$ cat config.mk
export PLATFORM = sky130hd
export DESIGN_NAME = ibex_pext_mult_iter
export DESIGN_NICKNAME = d
export VERILOG_FILES = /design/src/rtl/ibex_pext_mult_iter.sv
export SDC_FILE = /design/constraint.sdc
export NUM_CORES = 1
export LEC_CHECK = 0
export CAP_MARGIN = 40
export CORE_MARGIN = 8
export CORE_UTILIZATION = 35
export DETAILED_ROUTE_END_ITERATION = 10
export GPL_TIMING_DRIVEN = 0
export RECOVER_POWER = 25
export SYNTH_ARGS = -nofsm -noshare
export SYNTH_HDL_FRONTEND = slang
export SYNTH_SLANG_ARGS = --single-unit
$ cat constraint.sdc
create_clock -name clk_i -period 14.5 [get_ports clk_i]
set_input_delay 2.9 -clock clk_i [delete_from_list [all_inputs] [get_ports clk_i]]
set_output_delay 2.9 -clock clk_i [all_outputs]
set_load 0.005 [all_outputs]
$ cat src/rtl/ibex_pext_mult_iter.sv
// Iterative packed multiplier for P-ext: one 17x17 signed partial product per cycle,
// accumulated into a 64-bit result returned over a valid/ready handshake.
module ibex_pext_mult_iter #(
    parameter bit BypassReady = 1'b0
) (
    input  logic        clk_i,
    input  logic        rst_ni,
    input  logic        valid_i,
    output logic        ready_o,
    input  logic [1:0]  mode_i,
    input  logic        signed_a_i,
    input  logic        signed_b_i,
    input  logic [31:0] op_a_i,
    input  logic [31:0] op_b_i,
    input  logic        kill_i,
    output logic        valid_o,
    input  logic        ready_i,
    output logic [63:0] result_o
);

    localparam logic [1:0] ModeM8x8   = 2'd0;
    localparam logic [1:0] ModeM16x16 = 2'd1;
    localparam logic [1:0] ModeM32x16 = 2'd2;
    localparam logic [1:0] ModeM32x32 = 2'd3;

    typedef enum logic [1:0] {StIdle, StBusy, StDone} state_e;

    state_e      r_state;
    state_e      w_state_d;
    logic [1:0]  r_step;
    logic [1:0]  r_mode;
    logic        r_sa;
    logic        r_sb;
    logic [31:0] r_op_a;
    logic [31:0] r_op_b;
    logic [63:0] r_acc;

    logic        w_accept;
    logic        w_last;
    logic [16:0] w_mul_a;
    logic [16:0] w_mul_b;
    logic [5:0]  w_shift;
    logic [33:0] w_prod;
    logic [63:0] w_addend_base;
    logic [63:0] w_addend;
    logic [7:0]  w_byte_a;
    logic [7:0]  w_byte_b;
    logic [15:0] w_half_a;
    logic [15:0] w_half_b;
    logic [16:0] w_a_lo;
    logic [16:0] w_a_hi;
    logic [16:0] w_b_lo;
    logic [16:0] w_b_hi;

    assign ready_o  = (r_state == StIdle) | (BypassReady & (r_state == StDone) & ready_i);
    assign w_accept = valid_i & ready_o & ~kill_i;
    assign valid_o  = (r_state == StDone);
    assign result_o = r_acc;

    assign w_last = ((r_mode == ModeM16x16) || (r_mode == ModeM32x16)) ? (r_step == 2'd1)
                                                                       : (r_step == 2'd3);

    // Low halves of 32-bit operands are magnitude bits only; the high half carries the sign.
    assign w_a_lo   = {1'b0, r_op_a[15:0]};
    assign w_a_hi   = {r_op_a[31] & r_sa, r_op_a[31:16]};
    assign w_b_lo   = {1'b0, r_op_b[15:0]};
    assign w_b_hi   = {r_op_b[31] & r_sb, r_op_b[31:16]};
    assign w_byte_a = r_op_a[{r_step, 3'b000} +: 8];
    assign w_byte_b = r_op_b[{r_step, 3'b000} +: 8];
    assign w_half_a = r_op_a[{r_step[0], 4'b0000} +: 16];
    assign w_half_b = r_op_b[{r_step[0], 4'b0000} +: 16];

    always_comb begin
        w_mul_a = '0;
        w_mul_b = '0;
        w_shift = '0;
        unique case (r_mode)
            ModeM8x8: begin
                w_mul_a = {{9{w_byte_a[7] & r_sa}}, w_byte_a};
                w_mul_b = {{9{w_byte_b[7] & r_sb}}, w_byte_b};
                w_shift = {r_step, 4'b0000};
            end
            ModeM16x16: begin
                w_mul_a = {w_half_a[15] & r_sa, w_half_a};
                w_mul_b = {w_half_b[15] & r_sb, w_half_b};
                w_shift = {r_step[0], 5'b00000};
            end
            ModeM32x16: begin
                w_mul_a = r_step[0] ? w_a_hi : w_a_lo;
                w_mul_b = {r_op_b[15] & r_sb, r_op_b[15:0]};
                w_shift = {1'b0, r_step[0], 4'b0000};
            end
            ModeM32x32: begin
                w_mul_a = r_step[0] ? w_a_hi : w_a_lo;
                w_mul_b = r_step[1] ? w_b_hi : w_b_lo;
                w_shift = {r_step[1] & r_step[0], r_step[1] ^ r_step[0], 4'b0000};
            end
        endcase
    end

    assign w_prod = $signed(w_mul_a) * $signed(w_mul_b);

    // Lane modes drop the product into a disjoint field; wide modes accumulate sign-extended.
    always_comb begin
        w_addend_base = '0;
        unique case (r_mode)
            ModeM8x8:   w_addend_base = {48'd0, w_prod[15:0]};
            ModeM16x16: w_addend_base = {32'd0, w_prod[31:0]};
            ModeM32x16,
            ModeM32x32: w_addend_base = {{30{w_prod[33]}}, w_prod};
        endcase
    end

    assign w_addend = w_addend_base << w_shift;

    always_comb begin
        w_state_d = r_state;
        unique case (r_state)
            StIdle: if (w_accept) w_state_d = StBusy;
            StBusy: begin
                if (kill_i)      w_state_d = StIdle;
                else if (w_last) w_state_d = StDone;
            end
            StDone: begin
                if (kill_i)        w_state_d = StIdle;
                else if (ready_i)  w_state_d = w_accept ? StBusy : StIdle;
            end
            default: w_state_d = StIdle;
        endcase
    end

    always_ff @(posedge clk_i or negedge rst_ni) begin
        if (!rst_ni) begin
            r_state <= StIdle;
            r_step  <= '0;
            r_mode  <= '0;
            r_sa    <= 1'b0;
            r_sb    <= 1'b0;
            r_op_a  <= '0;
            r_op_b  <= '0;
            r_acc   <= '0;
        end else begin
            r_state <= w_state_d;
            if (w_accept) begin
                r_mode <= mode_i;
                r_sa   <= signed_a_i;
                r_sb   <= signed_b_i;
                r_op_a <= op_a_i;
                r_op_b <= op_b_i;
                r_acc  <= '0;
                r_step <= '0;
            end else if ((r_state == StBusy) && !kill_i) begin
                r_acc  <= r_acc + w_addend;
                r_step <= r_step + 2'd1;
            end
        end
    end

endmodule
======== Word-level counts from Yosys, hierarchy flattened ========
Index checks and enable logic that the tools add are counted.
operators by class
  bitwise operators ....................... 12
  multiplexer cells ....................... 18
  reductions and logical operators ........ 8
  order comparisons ....................... 0
  multiply operators ...................... 1
  divide/modulo/power cells ............... 0
  shift operators ......................... 5
  equal/unequal tests ..................... 10
  add/subtract/negate cells ............... 2
operators by type and width
  kind                   number
  $pmux W64 S3           1
  $mux W64               2
  $pmux W17 S4           1
  $add A64 B64 Y64       1
  $shiftx A32 B6 Y16     2
  $shiftx A32 B6 Y8      2
  $shl A64 B6 Y64        1
  $pmux W17 S3           1
  $mul A17 B17 Y34       1
  $mux W17               2
  $pmux W6 S4            1
  $mux W2                7
  $and A1 B1 Y1          10
  $eq A2 B2 Y1 const B   4
  $eq A2 B1 Y1 const B   3
  $pmux W2 S3            1
  $logic_not A2 Y1       2
  $ne A3 B2 Y1 const B   1
  $ne A3 B3 Y1 const B   1
  $reduce_and A3 Y1      1
  $add A2 B1 Y2 const B  1
  $mux W1                2
  $ne A2 B1 Y1 const B   1
  $reduce_bool A2 Y1     1
  other kinds (6)        6
word-level totals
  memory bits (writable) .................. 0
  bits of input ports ..................... 73
  output and inout bits ................... 66
  flip-flop bits (word level) ............. 136
  bits in latches ......................... 0
  word-level logic and storage cells ...... 64
  bits in read-only memories .............. 0
  memories kept ........................... 0

======== Longest topological paths before layout ========
  depth after elaboration ................. 9
  mapped depth ............................ 48
  gate-level depth less buffers ........... 43

======== Worst setup path before layout ========
No wires, ideal clock.
  path type ............................... register to register
  from .................................... reg r_mode[0]
  to ...................................... reg r_acc[63] (netlist: result_o[63])
  period minus slack after synthesis ...... 10.445 ns
  library setup time ...................... 0.125 ns
  arrival ................................. 10.320 ns
  path buffers ............................ 5
  stages on the path, launching flop included .. 43
  data required time ...................... 14.375 ns
  setup slack ............................. 4.055 ns
  cells stage by stage .................... dfrtp_1 -> inv_1 -> ha_1 -> clkbuf_1 -> clkbuf_1 -> buf_2 -> buf_1 -> mux2_2 -> or2_2 -> fa_1 -> inv_1 -> fa_1 -> inv_1 -> fa_1 -> fa_1 -> fa_1 -> inv_1 -> fa_1 -> [7 not listed] -> xnor2_1 -> nor2_1 -> nand2_1 -> o21ai_0 -> a22o_1 -> ha_1 -> clkbuf_1 -> a21oi_1 -> o21ai_0 -> a2111oi_0 -> a21oi_1 -> a31oi_1 -> o2bb2ai_1 -> o21ai_2 -> o21ai_1 -> xnor2_1 -> a21o_1 -> mux2_4
on the way
  word-level cells in the longest chain between the ends .. 9
  elaborated cells between the ends (all ways) .. 14
  those cells by class .................... add/sub (1); mul (1); eq/ne (3); shift (1); mux (6); reduce/logical (2)
RTL lines
  element                     RTL line  text
  start, declared             31        logic [1:0] r_mode;
  start signal, assigned      145       r_mode <= mode_i;
  $eq A2 B2 Y1                77, 106
  $reduce_or A2 Y1 (no line)  -
  $pmux W17 S3                77        unique case (r_mode)
  $mul A17 B17 Y34            101       assign w_prod = $signed(w_mul_a) * $signed(w_mul_b);
  $pmux W64 S3                106       unique case (r_mode)
  $shl A64 B6 Y64 (*)         114       assign w_addend = w_addend_base << w_shift;
  $add A64 B64 Y64 (*)        153       r_acc <= r_acc + w_addend;
  $mux W64 (*)                152       end else if ((r_state == StBusy) && !kill_i) begin
  $mux W64 (*)                144       if (w_accept) begin
  end signal, assigned        153
  end, declared               36        logic [63:0] r_acc;
Mark *: on every way between the ends. The rest lies on a longest branch, timed or not. The select of a mux whose other input is x is not followed.
A chain may end at the register's enable or synchronous reset.

======== Final worst setup path ========
Ends and elaborated chain as after synthesis.

==> impl_metrics.csv <==
group,metric,value,unit
synthesis,avgSynthCellArea,8.72,um^2
setup_path,reg2regPathDepth,47,
outcome,violations,"max-capacitance violations, max-slew violations",
clocking,numCtsBuffers,17,
hold_path,hold_class,"flop to flop",
sta,final_hold_viol_count,0,
clocking,postCtsSetupBuffers,0,
floorplanning,die_h,263,um
synthesis,syn-num-nets,2977,
place,gp_congestion,0.973,
clocking,clockBufferDepth,2,
sta,min_period,13.25,ns
layout,area_growth,14.9,%
detailed_routing,drt_drc_violations_left,0,
sta,worst_pin_slew,4.91,ns
sta,max_freq,75.5,MHz
place,dpl.hpwl,59000,um
floorplanning,num_io_pins,139,
detailed_routing,vias_per_cell,5.35,
floorplanning,rows,90,
setup_path,crit_type,"flop to flop",
sta,maxSlewHeadroom,-227,%
setup_path,cp-start-kind,"flop",
detailed_routing,vias,18346,
sta,setup_tns,0,ns
synthesis,ys.warnings.count,0,
detailed_routing,ant_nets,0,
layout,nets,3160,
sta,setup_viol,0,
layout,diodes,0,
outcome,status,"complete, but fails checks",
setup_path,critPathRequiredTime,14.85,ns
sta,slew_viol_final,139,
sta,rsz0062_at_grt,"no",
grt,antenna_found_initial,0,
setup_path,critPathCaptureType,"flop",
clocking,cts.htree.levels,4,
clocking,cts_sinks,136,
detailed_routing,drt-pass1-iter-count,5,
clocking,path_clk_slew,0.06,ns
floorplanning,die_area,0.0693,mm^2
synthesis,synth.distinct_cells,77,
hold_path,hold_path_depth,2,
grt,overflow,0,
grt,track_usage,20.4,%
synthesis,synth_cells,2454,
layout,fill_cells,6054,
sta,finalClockSkew,0.0131,ns
clocking,cts-resized-gates,0,
setup_path,cp_max_fo,10,
clocking,ctsHoldBuffers,0,
clocking,cts_root_buf,"clkbuf_16",
grt,grt_pass1_wl,112000,um
setup_path,reg2reg_from,"r_mode[0]$_DFFE_PN0P_",
place,numPortBuffers,138,
grt,grt_pass1_vias,19280,
detailed_routing,routed_wl,70200,um
detailed_routing,drtIter0Drc,1315,
grt,grt_max_degree,89,
synthesis,ys_ff_latch,136,
floorplanning,die_w,263,um
floorplanning,design.core.area,0.0604,mm^2
hold_path,hold_start,"result_o[12]$_DFFE_PN0P_",
layout,drive_gt1_share,7.21,%
synthesis,yosysSeqAreaShare,15.9,%
synthesis,synth_edf_count,0,
setup_path,crit_slowest_cell,"fa_1",
floorplanning,start_util,35.4,%
clocking,cts_tree,"yes",
setup_path,crit_path_start,"r_mode[0]$_DFFE_PN0P_",
synthesis,ys.flop_type,"dfrtp_1",
flow_run,drv_cap,2,
synthesis,syn-cell-area,0.0214,mm^2
setup_path,arrival,13.61,ns
setup_path,critPathMaxStageDelay,0.56,ns
detailed_routing,wire_per_inst,20.4,um
synthesis,synth-async-reset-ratio,100,%
sta,fin_crit_sh,91.4,%
clocking,clkLatencyLatePin,0.47,ns
synthesized netlist by cell type, drive strengths merged, types with 25 or more instances:
| master | instances | area share (%) |
|---|---|---|
| a21oi | 142 | 3.3 |
| clkbuf | 91 | 1.6 |
| fa | 298 | 28 |
| nor2 | 237 | 4.2 |
| a31oi | 38 | 1.3 |
| nand3 | 25 | 0.61 |
| nand2 | 296 | 5.2 |
| o21ai | 133 | 3.2 |
| inv | 348 | 6.1 |
| ha | 152 | 8.9 |
| dfrtp | 136 | 16 |
| mux2 | 80 | 4.2 |
| xor2 | 39 | 1.6 |
| xnor2 | 61 | 2.5 |
| a21o | 66 | 2.3 |
metrics by stage:
stage	utilization (%)	instances	hold WS (ns)	setup WS, ns	area [um^2]
3_3_place_gp	39.4	3374	0.508	1.28	23800
4_1_cts	40.8	3432	0.530	1.48	24600
3_5_place_dp	39.7	3400	0.504	1.50	24000
6_report	40.7	3432	0.521	1.25	24600
5_1_grt	40.7	3432	0.553	0.411	24600
2_1_floorplan	-	2454	0.480	4.05	21400
area by class of cell:
cell class | instances | area (um^2) | area share [%]
flip-flops and latches | 136 | 3400 | 13.8
multi-input cells | 1866 | 16300 | 66.3
clock buffers | 18 | 429 | 1.75
clock inverters | 14 | 199 | 0.809
well taps | 782 | 978 | 3.98
inverters | 349 | 1310 | 5.33
plain buffers | 103 | 393 | 1.60
repair buffers | 164 | 1580 | 6.41
placed cells by master, fill, tap and decap left out, types with 20 or more instances in the layout:
cell             count
a31oi_1             35
nand2_1            296
o21ai_0            114
xor2_1              39
inv_1              348
a21oi_1            141
a21o_1              66
nor2_1             237
fa_1               298
clkdlybuf4s50_1    136
mux2_2              79
o22ai_1             20
ha_1               152
xnor2_1             61
clkbuf_1            94
dfrtp_1            136
nand3_1             24
per-layer routing:
metal | track usage, % | up-vias | share of wire, %
met3 | 3.34 | 129 | 5.9
met5 | 0 | - | 0
li1 | - | 8445 | -
met1 | 26.2 | 9169 | 42
met4 | 6.68 | 0 | 3.3
met2 | 34.9 | 603 | 48
final timing paths:
check                           slack (ns)                  endpoint
worst max-delay path                  1.25  result_o[63]$_DFFE_PN0P_
worst min-delay path                  0.52  result_o[12]$_DFFE_PN0P_
worst max register to register        1.25  result_o[63]$_DFFE_PN0P_
worst min register to register        0.52  result_o[12]$_DFFE_PN0P_
max in group asynchronous             5.44  result_o[38]$_DFFE_PN0P_
min in group asynchronous             3.26    r_op_a[27]$_DFFE_PN0P_
critical path, delay by kind of cell (launching register included):
kind | cells | cell delay, ns
muxes | 1 | 0.25
adders and majority gates | 9 | 3.87
DFF | 1 | 0.41
xor gates and xnor gates | 2 | 0.37
buffers and inverters | 13 | 3.29
AOI/OAI and AO/OA | 15 | 3.04
and+or+nand+nor | 7 | 1.86
logic make-up (layout without fill, tap and decap cells):
kind of cell / count (synthesis) / count (layout) / share of synthesized area [%]
AO/OA/AOI/OAI: 527 / 527 / 16.0
flip-flops: 136 / 136 / 15.9
XOR/XNOR: 100 / 100 / 4.09
adder cells (fa/ha/maj): 450 / 450 / 36.8
buffers and inverters: 452 / 648 / 7.96
AND/OR/NAND/NOR: 691 / 691 / 14.0
multiplexers: 98 / 98 / 5.25
sequential cells by signal, summed over array words and instances (netlist names):
register  flops
result_o     64
r_op_a       32
r_op_b       32
r_mode        2
r_state       2
r_step        2
r_sa          1
r_sb          1
Power is left out: the tool's default activity adds up to more than one toggle a clock period on the data nets, which glitch-free logic cannot reach.
